--- config.mk ---
export PLATFORM = sky130hd
export DESIGN_NAME = yarp_encode
export DESIGN_NICKNAME = d
export VERILOG_FILES = /design/src/rtl/yarp_pkg.sv /design/src/rtl/yarp_encode_pack.sv /design/src/rtl/yarp_encode.sv
export SDC_FILE = /design/constraint.sdc
export NUM_CORES = 1
export LEC_CHECK = 0
export CORE_UTILIZATION = 40
export CTS_BUF_LIST = sky130_fd_sc_hd__clkbuf_2 sky130_fd_sc_hd__clkbuf_4 sky130_fd_sc_hd__clkbuf_8
export CTS_CLUSTER_SIZE = 8
export DETAILED_ROUTE_END_ITERATION = 8
export MAX_ROUTING_LAYER = met4
export PLACE_DENSITY = 0.64
export SLEW_MARGIN = 0
export SYNTH_ARGS = -nofsm -noshare
export SYNTH_HDL_FRONTEND = slang
export SYNTH_SLANG_ARGS = --single-unit
--- constraint.sdc ---
create_clock -name clk -period 7.5 [get_ports clk]
set_input_delay 1.5 -clock clk [delete_from_list [all_inputs] [get_ports clk]]
set_output_delay 1.5 -clock clk [all_outputs]
set_load 0.1 [all_outputs]
--- src/rtl/yarp_pkg.sv ---
// yarp_pkg: instruction types, opcode constants and field bundle shared by the yarp front end.
package yarp_pkg;

    typedef enum logic [2:0] {TYPE_R, TYPE_I, TYPE_S, TYPE_B, TYPE_U, TYPE_J} instr_type_t;

    localparam logic [6:0] R_type  = 7'h33;
    localparam logic [6:0] I_type1 = 7'h03;
    localparam logic [6:0] I_type2 = 7'h13;
    localparam logic [6:0] I_type3 = 7'h67;
    localparam logic [6:0] S_type  = 7'h23;
    localparam logic [6:0] B_type  = 7'h63;
    localparam logic [6:0] U_type1 = 7'h37;
    localparam logic [6:0] U_type2 = 7'h17;
    localparam logic [6:0] J_type  = 7'h6F;

    typedef struct packed {
        instr_type_t typ;
        logic [6:0]  op;
        logic [4:0]  rd;
        logic [4:0]  rs1;
        logic [4:0]  rs2;
        logic [2:0]  f3;
        logic [6:0]  f7;
        logic [31:0] imm;
    } fields_t;

    // True when v[31:lsb] are all copies of one bit, i.e. v fits a signed field of lsb+1 bits.
    function automatic logic sext_ok(logic [31:0] v, int lsb);
        logic [31:0] s;
        s = $signed(v) >>> lsb;
        return (s == '0) || (s == '1);
    endfunction

endpackage

--- src/rtl/yarp_encode_pack.sv ---
// yarp_encode_pack: packs a field bundle into a 32-bit instruction word and judges its legality.
module yarp_encode_pack
    import yarp_pkg::*;
(
    input  fields_t     f,
    output logic [31:0] word,
    output logic        legal
);

    always_comb begin
        word  = '0;
        legal = 1'b0;
        case (f.typ)
            TYPE_R: begin
                word  = {f.f7, f.rs2, f.rs1, f.f3, f.rd, f.op};
                legal = f.op == R_type;
            end
            TYPE_I: begin
                word  = {f.imm[11:0], f.rs1, f.f3, f.rd, f.op};
                legal = (f.op == I_type1 || f.op == I_type2 || f.op == I_type3) && sext_ok(f.imm, 11);
            end
            TYPE_S: begin
                word  = {f.imm[11:5], f.rs2, f.rs1, f.f3, f.imm[4:0], f.op};
                legal = f.op == S_type && sext_ok(f.imm, 11);
            end
            TYPE_B: begin
                word  = {f.imm[12], f.imm[10:5], f.rs2, f.rs1, f.f3, f.imm[4:1], f.imm[11], f.op};
                legal = f.op == B_type && !f.imm[0] && sext_ok(f.imm, 12);
            end
            TYPE_U: begin
                word  = {f.imm[31:12], f.rd, f.op};
                legal = (f.op == U_type1 || f.op == U_type2) && f.imm[11:0] == '0;
            end
            TYPE_J: begin
                word  = {f.imm[20], f.imm[10:1], f.imm[11], f.imm[19:12], f.rd, f.op};
                legal = f.op == J_type && !f.imm[0] && sext_ok(f.imm, 20);
            end
            default: ;
        endcase
    end

endmodule

--- src/rtl/yarp_encode.sv ---
// yarp_encode: two-stage instruction encoder feeding an imem writer, with address and error counters.
module yarp_encode
    import yarp_pkg::*;
(
    input  logic        clk,
    input  logic        reset,
    input  logic        valid_i,
    output logic        ready_o,
    input  logic [2:0]  type_i,
    input  logic [6:0]  op_i,
    input  logic [4:0]  rd_i,
    input  logic [4:0]  rs1_i,
    input  logic [4:0]  rs2_i,
    input  logic [2:0]  funct3_i,
    input  logic [6:0]  funct7_i,
    input  logic [31:0] imm_i,
    input  logic        load_i,
    input  logic [31:0] base_addr_i,
    input  logic        err_clr_i,
    output logic [31:0] instr_o,
    output logic [31:0] instr_addr_o,
    output logic        instr_valid_o,
    input  logic        instr_ready_i,
    output logic        err_o,
    output logic [7:0]  err_cnt_o,
    output logic [15:0] enc_cnt_o
);

    fields_t     s1;
    logic        s1_valid, s2_valid;
    logic [31:0] s2_instr, s2_addr, addr_cnt, addr_next, word;
    logic        legal, out_hs, s1_adv, to_s2, discard;
    logic        err;
    logic [7:0]  err_cnt;
    logic [15:0] enc_cnt;

    yarp_encode_pack u_pack (.f(s1), .word(word), .legal(legal));

    assign out_hs    = s2_valid & instr_ready_i;
    assign s1_adv    = !s2_valid | out_hs | !legal;
    assign ready_o   = !s1_valid | s1_adv;
    assign to_s2     = s1_valid & legal & s1_adv;
    assign discard   = s1_valid & !legal;
    // A word entering S2 takes the address it will be written to, after this cycle's load or handshake.
    assign addr_next = load_i ? base_addr_i : out_hs ? addr_cnt + 32'd4 : addr_cnt;

    always_ff @(posedge clk or posedge reset) begin
        if (reset) begin
            s1       <= '0;
            s1_valid <= 1'b0;
            s2_valid <= 1'b0;
            s2_instr <= '0;
            s2_addr  <= '0;
            addr_cnt <= '0;
            err      <= 1'b0;
            err_cnt  <= '0;
            enc_cnt  <= '0;
        end else begin
            if (ready_o) s1_valid <= valid_i;
            if (valid_i && ready_o) s1 <= {type_i, op_i, rd_i, rs1_i, rs2_i, funct3_i, funct7_i, imm_i};
            if (to_s2) begin
                s2_valid <= 1'b1;
                s2_instr <= word;
                s2_addr  <= addr_next;
            end else if (out_hs) begin
                s2_valid <= 1'b0;
            end
            addr_cnt <= addr_next;
            enc_cnt  <= enc_cnt + {15'd0, out_hs};
            err      <= discard | (err & !err_clr_i);
            err_cnt  <= discard ? (err_clr_i ? 8'd1 : err_cnt + {7'd0, err_cnt != 8'hFF})
                      : err_clr_i ? 8'd0 : err_cnt;
        end
    end

    assign instr_o       = s2_instr;
    assign instr_addr_o  = s2_addr;
    assign instr_valid_o = s2_valid;
    assign err_o         = err;
    assign err_cnt_o     = err_cnt;
    assign enc_cnt_o     = enc_cnt;

endmodule

Word-level counts from Yosys, hierarchy flattened
Index checks and enable logic that the tools add are counted.
{"block": "word_totals", "inputBits": 105, "register_bits": 190, "output_inout_bits": 91, "wordCells": 81}
{"block": "classes", "bitwise_logic": 9, "n_mux": 9, "n_addsub": 3, "reduce_logical": 26, "n_eq_ne": 18}
{"cell": "32-bit case mux with 6 select lines", "n": 1}
{"cell": "32-bit equality test (second input constant)", "n": 3}
{"cell": "32-bit logical NOT", "n": 3}
{"cell": "32-bit 2-to-1 mux", "n": 2}
{"cell": "32-bit by 3-bit adder with 32-bit output (second input constant)", "n": 1}
{"cell": "8-bit 2-to-1 mux", "n": 3}
{"cell": "7-bit by 6-bit equality test with 1-bit output (second input constant)", "n": 3}
{"cell": "7-bit equality test (second input constant)", "n": 3}
{"cell": "16-bit by 1-bit adder with 16-bit output", "n": 1}
{"cell": "7-bit by 5-bit equality test with 1-bit output (second input constant)", "n": 2}
{"cell": "12-bit logical NOT", "n": 1}
{"cell": "8-bit by 1-bit adder with 8-bit output", "n": 1}
{"cell": "1-bit logical AND", "n": 8}
{"cell": "8-bit inequality test (second input constant)", "n": 1}
{"cell": "7-bit by 2-bit equality test with 1-bit output (second input constant)", "n": 1}
{"cell": "3-bit by 2-bit equality test with 1-bit output (second input constant)", "n": 2}
{"cell": "3-bit equality test (second input constant)", "n": 2}
{"cell": "1-bit logical OR", "n": 6}
{"cell": "1-bit case mux with 6 select lines", "n": 1}
{"cell": "1-bit AND", "n": 5}
{"cell": "1-bit logical NOT", "n": 5}
{"cell": "1-bit bitwise OR", "n": 4}
{"cell": "2-bit nonzero test", "n": 2}
{"cell": "3-bit by 1-bit equality test with 1-bit output (second input constant)", "n": 1}
{"cell": "2 further kinds", "n": 3}

Depth between registers and ports, before layout
Gate-level depths: netlist of the first run.
{"block": "depth", "word_depth": 9, "depth_mapped": 10, "ltp_nobuf": 8}

Cells and area by module
A second synthesis of the first run with hierarchy kept.
{"block": "hier_totals", "hier_cells": 805, "hier_area_um2": 8909.8}
{"module": "yarp_encode", "instances": 1, "seq_area_each_um2": 4754.6, "area_each_um2": 8046.5, "cells_per_inst": 663}
{"module": "yarp_encode_pack", "instances": 1, "seq_area_each_um2": 0.0, "area_each_um2": 863.3, "cells_per_inst": 142}

Worst setup path before layout of the first run
Ideal clock, no wire load.
{"block": "synth_timing", "path_kind": "in2out", "startpoint": "in instr_ready_i", "endpoint": "out ready_o", "path_stages": 6, "slack_ns": 2.910, "arrival_ns": 3.090, "required_time_ns": 6.000, "cell_sequence": "nor2b_1 and2_1 clkbuf_1 clkbuf_1 clkbuf_1 nand2_1"}
{"block": "synth_between", "elab_chain_cells": 4}
{"element": "from (decl)", "line": "yarp_encode.sv:23", "text": "input logic instr_ready_i,"}
{"element": "1-bit AND", "line": "yarp_encode.sv:39", "text": "assign out_hs = s2_valid & instr_ready_i;"}
{"element": "1-bit bitwise OR (2 in series)", "line": "yarp_encode.sv:40", "text": "assign s1_adv = !s2_valid | out_hs | !legal;"}
{"element": "1-bit bitwise OR", "line": "yarp_encode.sv:41", "text": "assign ready_o = !s1_valid | s1_adv;"}
{"element": "to (decl)", "line": "yarp_encode.sv:8", "text": "output logic ready_o,"}
Every way passes these cells.

Worst setup path in the final report of the first run
{"block": "layout_timing", "startpoint": "reg s1[65] in the netlist's numbering", "endpoint": "out ready_o"}
{"block": "layout_between", "elab_chain_cells": 5}
{"element": "from (decl)", "line": "yarp_encode.sv:29", "text": "fields_t s1;"}
{"element": "from (signal assigned)", "line": "yarp_encode.sv:60", "text": "if (valid_i && ready_o) s1 <= {type_i, op_i, rd_i, rs1_i, rs2_i, funct3_i, funct7_i, imm_i};"}
{"element": "3-bit equality test (tied with other cells)", "line": "yarp_encode_pack.sv:13", "text": "case (f.typ)"}
{"element": "1-bit case mux with 6 select lines (*)", "line": "yarp_encode_pack.sv:13"}
{"element": "1-bit logical NOT (*)", "line": "yarp_encode.sv:40"}
{"element": "1-bit bitwise OR (*)", "line": "yarp_encode.sv:40"}
{"element": "1-bit bitwise OR (*)", "line": "yarp_encode.sv:41"}
Mark *: on every way between the ends. The rest lies on a longest branch, timed or not.

==> results of run 1 <==
[cells in the mapped netlist (all sizes together), types with 4 or more instances]
cell type / instances / area (um^2)
dfrtp: 190 / 4750
nand2: 124 / 465
inv: 83 / 312
clkbuf: 81 / 304
o21ai: 70 / 350
or3: 68 / 425
a31oi: 66 / 413
o22ai: 64 / 400
o311ai: 63 / 552
mux2: 46 / 518
nand3: 32 / 160
xor2: 25 / 219
nor2: 23 / 86.3
nand4: 21 / 131
xnor2: 17 / 149
buf: 16 / 119
a2bb2oi: 12 / 105
nor4: 10 / 62.6
a21oi: 9 / 60.1
and3: 8 / 50.1
nor3: 8 / 45.0
a221oi: 7 / 61.3
mux2i: 7 / 70.1
nor2b: 7 / 43.8
o21a: 6 / 45.0
a22oi: 5 / 37.5
ha: 5 / 62.6
nand2b: 5 / 31.3
and4: 4 / 35.0
nor4b: 4 / 41.3
o31ai: 4 / 30.0
or4: 4 / 30.0
[kinds of logic (layout without fill, tap and decap cells)]
group,Yosys count,after routing,share of synthesized area
AOI/OAI and AO/OA,328,328,0.214
xor gates and xnor gates,42,42,0.0351
adders and majority gates,5,5,0.00597
buffers and inverters,180,322,0.0701
DFF,190,190,0.454
muxes,53,53,0.0561
and+or+nand+nor,332,332,0.165
[final cells by class]
type	count	area, um^2	share of cell area
clock buffers	18	241	0.0187
clock inverters	14	141	0.0110
inverters	83	319	0.0247
repair buffers	207	2030	0.158
flip-flops and latches	190	4750	0.368
multi-input cells	760	5010	0.388
well taps	330	413	0.0320
[flip-flops by register name, indices dropped and copies added, names as in the netlist]
name and flops:
s1 67, addr_cnt 32, instr_addr_o 32, instr_o 32, enc_cnt_o 16, err_cnt_o 8
err_o 1, instr_valid_o 1, s1_valid 1
[power by group through the flow]
| stage | registers, W | clock network [W] | logic, W |
|---|---|---|---|
| 5_1_grt | 0.00116 | 0.000733 | 0.000392 |
| 3_3_place_gp | 0.00116 | 0 | 0.000346 |
| 2_1_floorplan | 0.00117 | 0 | 0.000202 |
| 3_5_place_dp | 0.00117 | 0 | 0.000352 |
| 4_1_cts | 0.00115 | 0.000696 | 0.000354 |
| 6_report | 0.00115 | 0.000681 | 0.000354 |
[metal layers]
metal | vias up | global-route usage | share of wire
met4 | 0 | 0.0715 | 0.022
li1 | 4467 | - | -
met1 | 4575 | 0.333 | 0.46
met3 | 38 | 0.0399 | 0.065
met2 | 375 | 0.356 | 0.45
met5 | - | - | 0
[worst min path at each step]
stage / start / endpoint
after floorplan: addr_cnt[0] / addr_cnt[0]
after global placement: instr_o[1] / instr_o[1]
after detailed placement: instr_o[1] / instr_o[1]
after CTS: instr_o[1] / instr_o[1]
after global routing: instr_o[1] / instr_o[1]
final: instr_o[1] / instr_o[1]
[per-stage QoR]
step	hold WS, ns	instances	power [W]	utilization	setup slack, ns
2_1_floorplan	0.473	1130	0.00138	-	0.830
3_3_place_gp	0.453	1570	0.00151	0.492	1.96
3_5_place_dp	0.454	1570	0.00152	0.492	1.90
4_1_cts	0.480	1602	0.00220	0.507	1.74
5_1_grt	0.513	1602	0.00228	0.507	1.55
6_report	0.474	1602	0.00218	0.507	1.76
[worst max-delay path: stages (launching register included)]
cell and delay, ns:
dfrtp_1 0.93, or4bb_1 0.48, a2111oi_2 0.35, and3b_1 0.27, or4b_4 0.53, nand2_1 0.09, nand2_1 0.10, clkdlybuf4s50_1 1.02
==> metrics list, run 1 <==
- The run finished with clean final reports.
- Summed over all cells, the static leakage comes to 5.47 nW.
- Summed over all nets, the half-perimeter wirelength after detailed placement is 20.4 mm.
- At the later pin of the worst-skew pair, clock insertion delay measures 0.47 ns.
- The routed layout has 9455 vias.
* Residual DRC count: 0
- The share of the Yosys chip area taken by registers is 0.454.
- The analysis attributes to net switching a power of 0.000702 W.
* Number of gates resized after cts: 0
* Post-route setup TNS: 0 ns
- The finished cells cover 12900 um^2.
* Detailed Route Iter0 Violations: 954
- Area of the die: 26900 um^2
- Of the total power, combinational logic draws 0.162.
- Dividing total power by cell area gives a power density of 169 nW/um^2.
* Flop-to-flop setup slack: 3.43 ns
- Worst setup path endpoint: ready_o
- Static timing analysis puts the maximum clock frequency at 174 MHz.
- For the finished layout, the period the worst path requires is 5.74 ns.
- Setup repair after global routing left no endpoint under its margin.
- The worst pin sits at a relative slew slack of 0.212.
- Entering global routing, the biggest net connects 131 pins.
* Clock tree from TritonCTS: yes
- The internal power of the cells totals 0.00148 W.
* Post-synth EDFFs: 0
* Worst Path Max Fanout: 31
- Placed Area: 12500 um^2
* DR WL/cell: 19.4 um
- Final Hold Vio Count: 0
- Die width: 164 um
* Register bit count reported by yosys: 190
- Most used cells in the layout excluding fill and tap cells: 193 x clkdlybuf4s50_1, 190 x dfrtp_1, 124 x nand2_1
* Netlist cell types: 63
* Combined global-route utilization of all metal layers: 0.239
- The worst register-to-register path begins at s1[65].
- The filler cells instantiated in the layout total 2299.
- Cells after Synth: 1130
- Setup violations remaining at the end of the flow were counted as 0.
- Count of final max-slew check failures: 0
- The number of cells on the worst reg-to-reg path is 7.
* Ratio of cells with drive above 1 in the final layout: 0.0794
- CTS HTree Levels: 4
- Post-synthesis to final-layout area growth: 23.2%
- The repair_antennas step left the layout with diodes totalling 0.
* Iteration count of the initial detailed-routing pass: 5
* Count of buffers from port buffering: 195
* Number of cell rows: 58
- The number of hold buffers added after CTS was 0.
- Maximum buffer depth of the clock tree: 2
* Yosys warns: 0
- Synthesis produced a netlist with a net count of 1240.
* Crit Reg-Reg Endpoint: err_cnt_o[4]
- Dividing the synthesized area by the synthesized cell count gives 9.28 um^2.
- The worst setup path is launched from a register.
* Sw Ratio: 0.321
- The routed design has 31.0 mm of wire.
* Post-synth design cell area: 10500 um^2
* Inserted Clock Buffers: 17
- Of the total power, registers draw 0.526.
* Vias in the first global route: 8896
* Required time reported for the critical path endpoint: 6.00 ns
- After floorplanning, the core was sized to cover 25500 um^2.
* Critical path capture point type: output pin
- Max Cap Viol: 0
- GRT overflow: 0
* Routed via count divided by cell count: 5.90
- The critical path in this run is classified as reg -> out.
- Die Y-Extent: 164 um
- In the finished design, the share of the clock period the worst path needs comes to 0.765.
- At the pin with the least slew margin, the transition time is 1.18 ns.
* Count of pins on the block boundary: 196
* Last weighted congestion value of the routability-driven placer: 0.875
- Postcts setup bufs: 0
- In the synthesized netlist the async set-or-reset flop fraction comes to 1.00.
- Across the VDD grid, the largest voltage drop is 0.0908 mV.
* Hold-critical path depth: 1
- The tree is rooted in a clkbuf_8.
* Wire length of the first global-routing pass: 48.9 mm
- The path class of the tightest hold or removal check is reg -> reg.
- Starting density of the core: 0.412
- After clock tree synthesis, the clock-pin slew on the worst setup and hold paths is 0.11 ns.
* Portion of total power attributed to the clock network: 0.312
* Worst Skew: 0.0188 ns
- Prevailing post-synth register cell: dfrtp_1
- Most common cell after layout, fill and taps aside: clkdlybuf4s50_1
* Nets: 1369
* Setup crit start: s1[65]
- The detail route stage leaves a number of antenna-violating nets equal to 0.
- For the worst setup path, the data arrival time is 4.24 ns.
* Number of antenna violations at the first check in global routing: 0
* Total clock sinks: 190
(Power assumes the default switching activity.)
==> run 2: changes to the inputs <==
==> constraint.sdc (replaced) <==
create_clock -name clk -period 5.45 [get_ports clk]
set_input_delay 1.09 -clock clk [delete_from_list [all_inputs] [get_ports clk]]
set_output_delay 1.09 -clock clk [all_outputs]
set_load 0.1 [all_outputs]
==> run 2 against run 1 <==
Clock power rose by 43%. Register-to-register slack worse by 1.7 ns. Critical path depth did not move. Clock skew barely moved. Sequential share of layout area down 0.27 points. Die area unchanged. Power up 40%. Critical endpoint unchanged. Final area is 0.73% higher. First-iteration DRC count shrank 1.6%. Highest routed layer unchanged. Combinational power increased by 36%.
==> metrics list, run 2 (synthesis results as in run 1) <==
- Run status: finished, final reports clean
- Buffer cell driving the clock tree root: clkbuf_8
* Startpoint-to-endpoint class of the critical path: reg -> out
- The tightest min-delay check is of the reg -> reg type.
- The floorplan has 58 rows.
- Number of gates resized after cts: 0
- For the pin with the worst max-slew slack, the measured transition is 1.11 ns.
- Clock tree from TritonCTS: yes
- In the finished design, the share of the clock period the worst path needs comes to 0.828.
* R2r startpoint: s1[66]
* Hold Path End: enc_cnt_o[15]
- Final cell utilization of the core: 0.511
- Worst Skew: 0.0184 ns
* Total via count in the routed design: 9426
- The count of final hold-check violations is 0.
- The via count of the first global-routing pass is 8981.
- The floorplan step defined a core boundary enclosing 25500 um^2.
* GRT overflow: 0
- Hold-critical path depth: 1
- After the last flow step, the layout net total stands at 1371.
- The worst hold path begins at enc_cnt_o[15].
* Max_slew headroom: 0.259
* Post-route ant nets: 0
- Final-report setup violation count: 0
* Worst-skew pair later-pin latency: 0.48 ns
* Worst Path Max Fanout: 31
* Cells along the critical path: or4bb_1 > a2111oi_2 > and3b_1 > or4b_4 > nand2_1 > nand2_1 > buf_4
- Final Power: 0.00305 W
- Pwr dens: 234 nW/um^2
- Residual DRC count: 0
- Master of the slowest instance on the critical path: dfrtp_1
- Detailed placement finished with a half-perimeter wire length of 20.6 mm.
* Detailed Route Iter0 Violations: 939
- Flop-to-flop setup slack: 1.69 ns
- Ranked by flip-flop count, first place goes to s1.
- The floorplan step defined a die boundary enclosing 26900 um^2.
* Type of element launching the critical path: register
* Number of flip-flops in the largest register: 67
- Routed via count divided by cell count: 5.87
- Leaving out fill and tap cells, the most frequent cell in the layout is clkdlybuf4s50_1.
- Count of final max-slew check failures: 0
* Worst vdd rail ir drop: 0.120 mV
- Crit Reg-Reg Endpoint: s1[44]
* Maximum buffer depth of the clock tree: 2
- The analysis attributes to cell leakage a power of 5.50 nW.
* Reg2Reg Depth: 6
- Setup repair after global routing missed its margin: no
* Count of pins on the block boundary: 196
- For the worst setup path, the data required time is 4.36 ns.
* Inserted Clock Buffers: 17
- In the final timing run, aggregate negative setup slack is 0 ns.
- Clock tree synthesis found a total of 190 sinks.
- The first global-routing pass estimated 49.0 mm of wire.
* Iteration count of the initial detailed-routing pass: 5
- Hold Buf Count CTS: 0
- Combined global-route utilization of all metal layers: 0.240
- Entering global routing, the biggest net connects 104 pins.
- The initial utilization of the core area, before any placement, comes to 0.412.
- The congestion estimate from routability-driven global placement came to 0.920.
- CTS HTree Levels: 4
- Cell mode on critical path: nand2_1
- The library cells used most frequently in the layout, excluding fill and tap cells, are 192 x clkdlybuf4s50_1, 190 x dfrtp_1, 124 x nand2_1.
- The routed design could run at a clock period as short as 4.51 ns.
* Number of antenna violations at the first check in global routing: 1
- Post-synthesis to final-layout area growth: 24.0%
* Total Routed Length: 30.8 mm
- Static timing analysis puts the maximum clock frequency at 222 MHz.
- Clk pin slew, worst setup/hold paths: 0.11 ns
- Data arrives at the worst endpoint at 3.42 ns.
- Die width: 164 um
- Dividing the detail-routed wire length by the instance count gives 19.2 um.
- In the final layout, the share of cells above drive strength 1 is 0.0816.
- Input and output buffers added on the ports amount to 195.
- Critical path capture point type: output pin
- Max-cap violations in this run came to 0.
- For this run, the slowest stage of the critical path takes 0.89 ns.
* Setup crit start: s1[65]
- Postcts setup bufs: 0
- The die is 164 um tall.
## run 2: cell types whose count changed in the layout (fill, tap and decap cells not counted)
cell | previous run | this run
inv_8 | 6 | 2
diode_2 | 0 | 2
buf_4 | 13 | 12
bufinv_16 | 0 | 1
clkinv_8 | 0 | 2
buf_12 | 0 | 4
clkdlybuf4s50_1 | 193 | 192
inv_6 | 3 | 4
## run 2: final cells by class
cell class / instances / area, um^2
clock inverter: 14 / 171
sequential: 190 / 4750
inverter: 83 / 315
antenna: 2 / 5.00
tap: 330 / 413
fill: 2371 / 12500
clock buffer: 18 / 241
multi-input combinational: 760 / 5010
timing repair buffer: 209 / 2100
## run 2: metrics by stage
step                      setup WS [ns]  std cells  hold WS (ns)  cell area [um^2]
after floorplan                    1.68       1130         0.473             10500
after global placement             1.49       1572         0.452             12600
after detailed placement           1.45       1572         0.455             12600
after CTS                         0.930       1604         0.484             13000
after global routing              0.775       1605         0.501             13000
final                             0.938       1606         0.477             13000
## run 2: worst max path at each step
stage | depth (start not counted) | slack [ns] | endpoint
6_report | 7 | 0.94 | ready_o
3_5_place_dp | 5 | 1.45 | ready_o
5_1_grt | 7 | 0.78 | ready_o
2_1_floorplan | 7 | 1.68 | ready_o
3_3_place_gp | 7 | 1.49 | ready_o
4_1_cts | 7 | 0.93 | ready_o
## run 2: worst max-delay path, delay by kind of cell, from the launching register on
family | cells | cell delay, ns
AND/OR/NAND/NOR | 5 | 1.45
flip-flops | 1 | 0.89
buffers and inverters | 1 | 0.27
AO/OA/AOI/OAI | 1 | 0.35
## run 2: report_power, final
group	switching (W)	internal [W]	total (W)	leakage, nW
Clock	0.000581	0.000395	0.000976	0.209
Sequential	0.000108	0.00148	0.00159	2.37
Combinational	0.000271	0.000209	0.000480	2.92
Total	0.000961	0.00209	0.00305	5.50
## run 2: metal layers
metal	GRT usage	wire (um)	vias to the layer above
met1	0.330	14000	4531
met5	-	0	-
met4	0.0745	739	0
li1	-	-	4474
met2	0.362	14100	378
met3	0.0369	1980	43
==> run 3: changes to the inputs <==
==> constraint.sdc (replaced) <==
create_clock -name clk -period 4.5 [get_ports clk]
set_input_delay 0.9 -clock clk [delete_from_list [all_inputs] [get_ports clk]]
set_output_delay 0.9 -clock clk [all_outputs]
set_load 0.1 [all_outputs]
==> run 3 against run 2 <==
Hold slack better by 0.0091 ns. Non-clock buffer count rose by 6. Sequential cell count stayed put. Die area did not move. Worst setup slack lost 0.72 ns. Combinational power increased by 25%. Count of clock-buffer cells in the layout did not move. Clock skew increased by 0.0017 ns. Sequential power grew 20%. Critical endpoint unchanged. Largest power group unchanged.
==> metrics list, run 3 (synthesis results as in run 1) <==
- Total Routed Length: 30.5 mm
- Max-cap violations in this run came to 0.
* Vias in the first global route: 8998
* Clk pin slew, worst setup/hold paths: 0.11 ns
- Setup violations remaining at the end of the flow were counted as 0.
- Maximum buffer depth of the clock tree: 2
- Number of flip-flops in the largest register: 67
* Master of the slowest instance on the critical path: dfrtp_1
- Clock tree synthesis found a total of 190 sinks.
- Detailed Route Iter0 Violations: 838
- The floorplan step set the die height to 164 um.
- Worst-skew pair later-pin latency: 0.47 ns
* Postcts setup bufs: 0
- In this run the standard cell core region covers 25500 um^2.
- Once detail routing completed, the nets flagged for antenna violations numbered 0.
- In the routed layout, each cell is associated on average with a via count of 5.87.
* Worst vdd rail ir drop: 0.207 mV
- The floorplan step set the die width to 164 um.
- HPWL reported at the end of detailed placement: 20.6 mm
* Storage element area: 4750 um^2
- The number of antenna diodes in the final layout is 0.
- Summing all multi-input logic gate instances after layout gives 5010 um^2.
* Last weighted congestion value of the routability-driven placer: 0.885
* Number of gates resized after cts: 0
- Leakage power total: 5.53 nW
- After detailed routing, the average wire length per cell comes to 18.9 um.
* Max_slew headroom: 0.298
* Worst Skew: 0.0201 ns
- Minimum period implied by the final worst setup slack: 4.29 ns
* Met1 layer usage reported by global route: 0.322
- In this run, CTS created clock tree buffers numbering 17.
* Worst Path Max Fanout: 19
* Ratio of cells with drive above 1 in the final layout: 0.0859
- Post-route setup TNS: 0 ns
* Count of buffers from port buffering: 195
- Global routing met2 resource utilization: 0.363
- Nets: 1377
* Hold Buf Count CTS: 0
- Actual transition at the worst max-transition pin: 1.05 ns
- Combined global-route utilization of all metal layers: 0.235
* Layout fillers: 2369
- The first TritonRoute pass finished after 5 iterations.
- Largest net degree at the start of global routing: 130
* Total via count in the routed design: 9451
- Leaving out fill and tap cells, the most frequent cell in the layout is clkdlybuf4s50_1.
- Required time reported for the critical path endpoint: 3.60 ns
* Cell mode on critical path: nand2_1
- Fmax: 233 MHz
- Register bank with the most flops: s1
* Pwr dens: 279 nW/um^2
- The path class of the tightest hold or removal check is reg -> reg.
- In the finished design, the share of the clock period the worst path needs comes to 0.953.
- Cells along the critical path: or3b_2 > a2111oi_2 > and3b_1 > or4b_4 > nand2_1 > nand2_1 > buf_4
* GRT overflow: 0
- Compared with the post-synthesis result, the final layout area differs by 24.5%.
* Most used cells in the layout excluding fill and tap cells: 192 x clkdlybuf4s50_1, 190 x dfrtp_1, 124 x nand2_1
- The H-tree generated during clock tree synthesis spans 4 levels.
- The number of pins exceeding their max-slew limit in the final report was 0.
- TritonCTS built the clock tree.
* Area of the die: 26900 um^2
- Final Hold Vio Count: 0
- Data arrival, critical path: 3.39 ns
* CP peak stage delay: 0.73 ns
- Setup repair after global routing left no endpoint under its margin.
* Number of cell rows: 58
* Type of element launching the critical path: register
- GRT busiest layer: met2
- The first global-routing pass estimated 48.3 mm of wire.
* Count of pins on the block boundary: 196
* Buffer cell driving the clock tree root: clkbuf_8
- For this configuration, the core starts out at a cell density of 0.412.
* Global routing usage on met3: 0.0295
- Critical path capture point type: output pin
- The number of antenna violations at the first check in global routing is 0.
- Startpoint-to-endpoint class of the critical path: reg -> out
- For this run, the share of the core covered by cells in the final layout is 0.512.
- In the routed design, unresolved DRC markers number 0.
* Run status: finished, final reports clean
[run 3: where the power goes]
part	internal [W]	switching, W
clock network	0.000423	0.000708
logic	0.000257	0.000343
registers	0.00180	0.000115
[run 3: worst max-delay path: cells and delay by family (launching register included)]
kind                   cells  cell delay (ns)
and+or+nand+nor            5             1.51
AOI/OAI and AO/OA          1             0.42
DFF                        1             0.73
buffers and inverters      1             0.25
[run 3: stage by stage]
stage	setup slack [ns]	instance area [um^2]	std cells	hold WS, ns	power (W)
2_1_floorplan	0.917	10500	1130	0.473	0.00229
5_1_grt	0.0677	13000	1610	0.503	0.00381
3_3_place_gp	0.800	12700	1578	0.455	0.00253
4_1_cts	0.212	13000	1610	0.483	0.00367
3_5_place_dp	0.750	12700	1578	0.464	0.00254
6_report	0.214	13000	1610	0.486	0.00364
[run 3: final timing paths]
path                       startpoint          endpoint  slack (ns)  cells after the start
setup / recovery               s1[64]           ready_o        0.21                      7
hold / removal             instr_o[0]        instr_o[0]        0.49                      1
setup reg to reg               s1[64]  instr_addr_o[29]        0.85                      6
hold reg to reg            instr_o[0]        instr_o[0]        0.49                      1
max in group asynchronous       reset            s1[13]        2.90                      3
min in group asynchronous       reset        instr_o[0]        0.84                      2
[run 3: layout make-up]
class                      instances  area share
clock buffer                      18      0.0185
clock inverter                    14      0.0115
tap                              330      0.0316
inverter                          83      0.0242
timing repair buffer             215       0.166
multi-input combinational        760       0.384
sequential                       190       0.364
[run 3: per-layer routing]
layer  share of wire  vias up
met5               0        -
met3           0.060       32
li1                -     4479
met2            0.46      352
met1            0.46     4588
met4           0.021        0
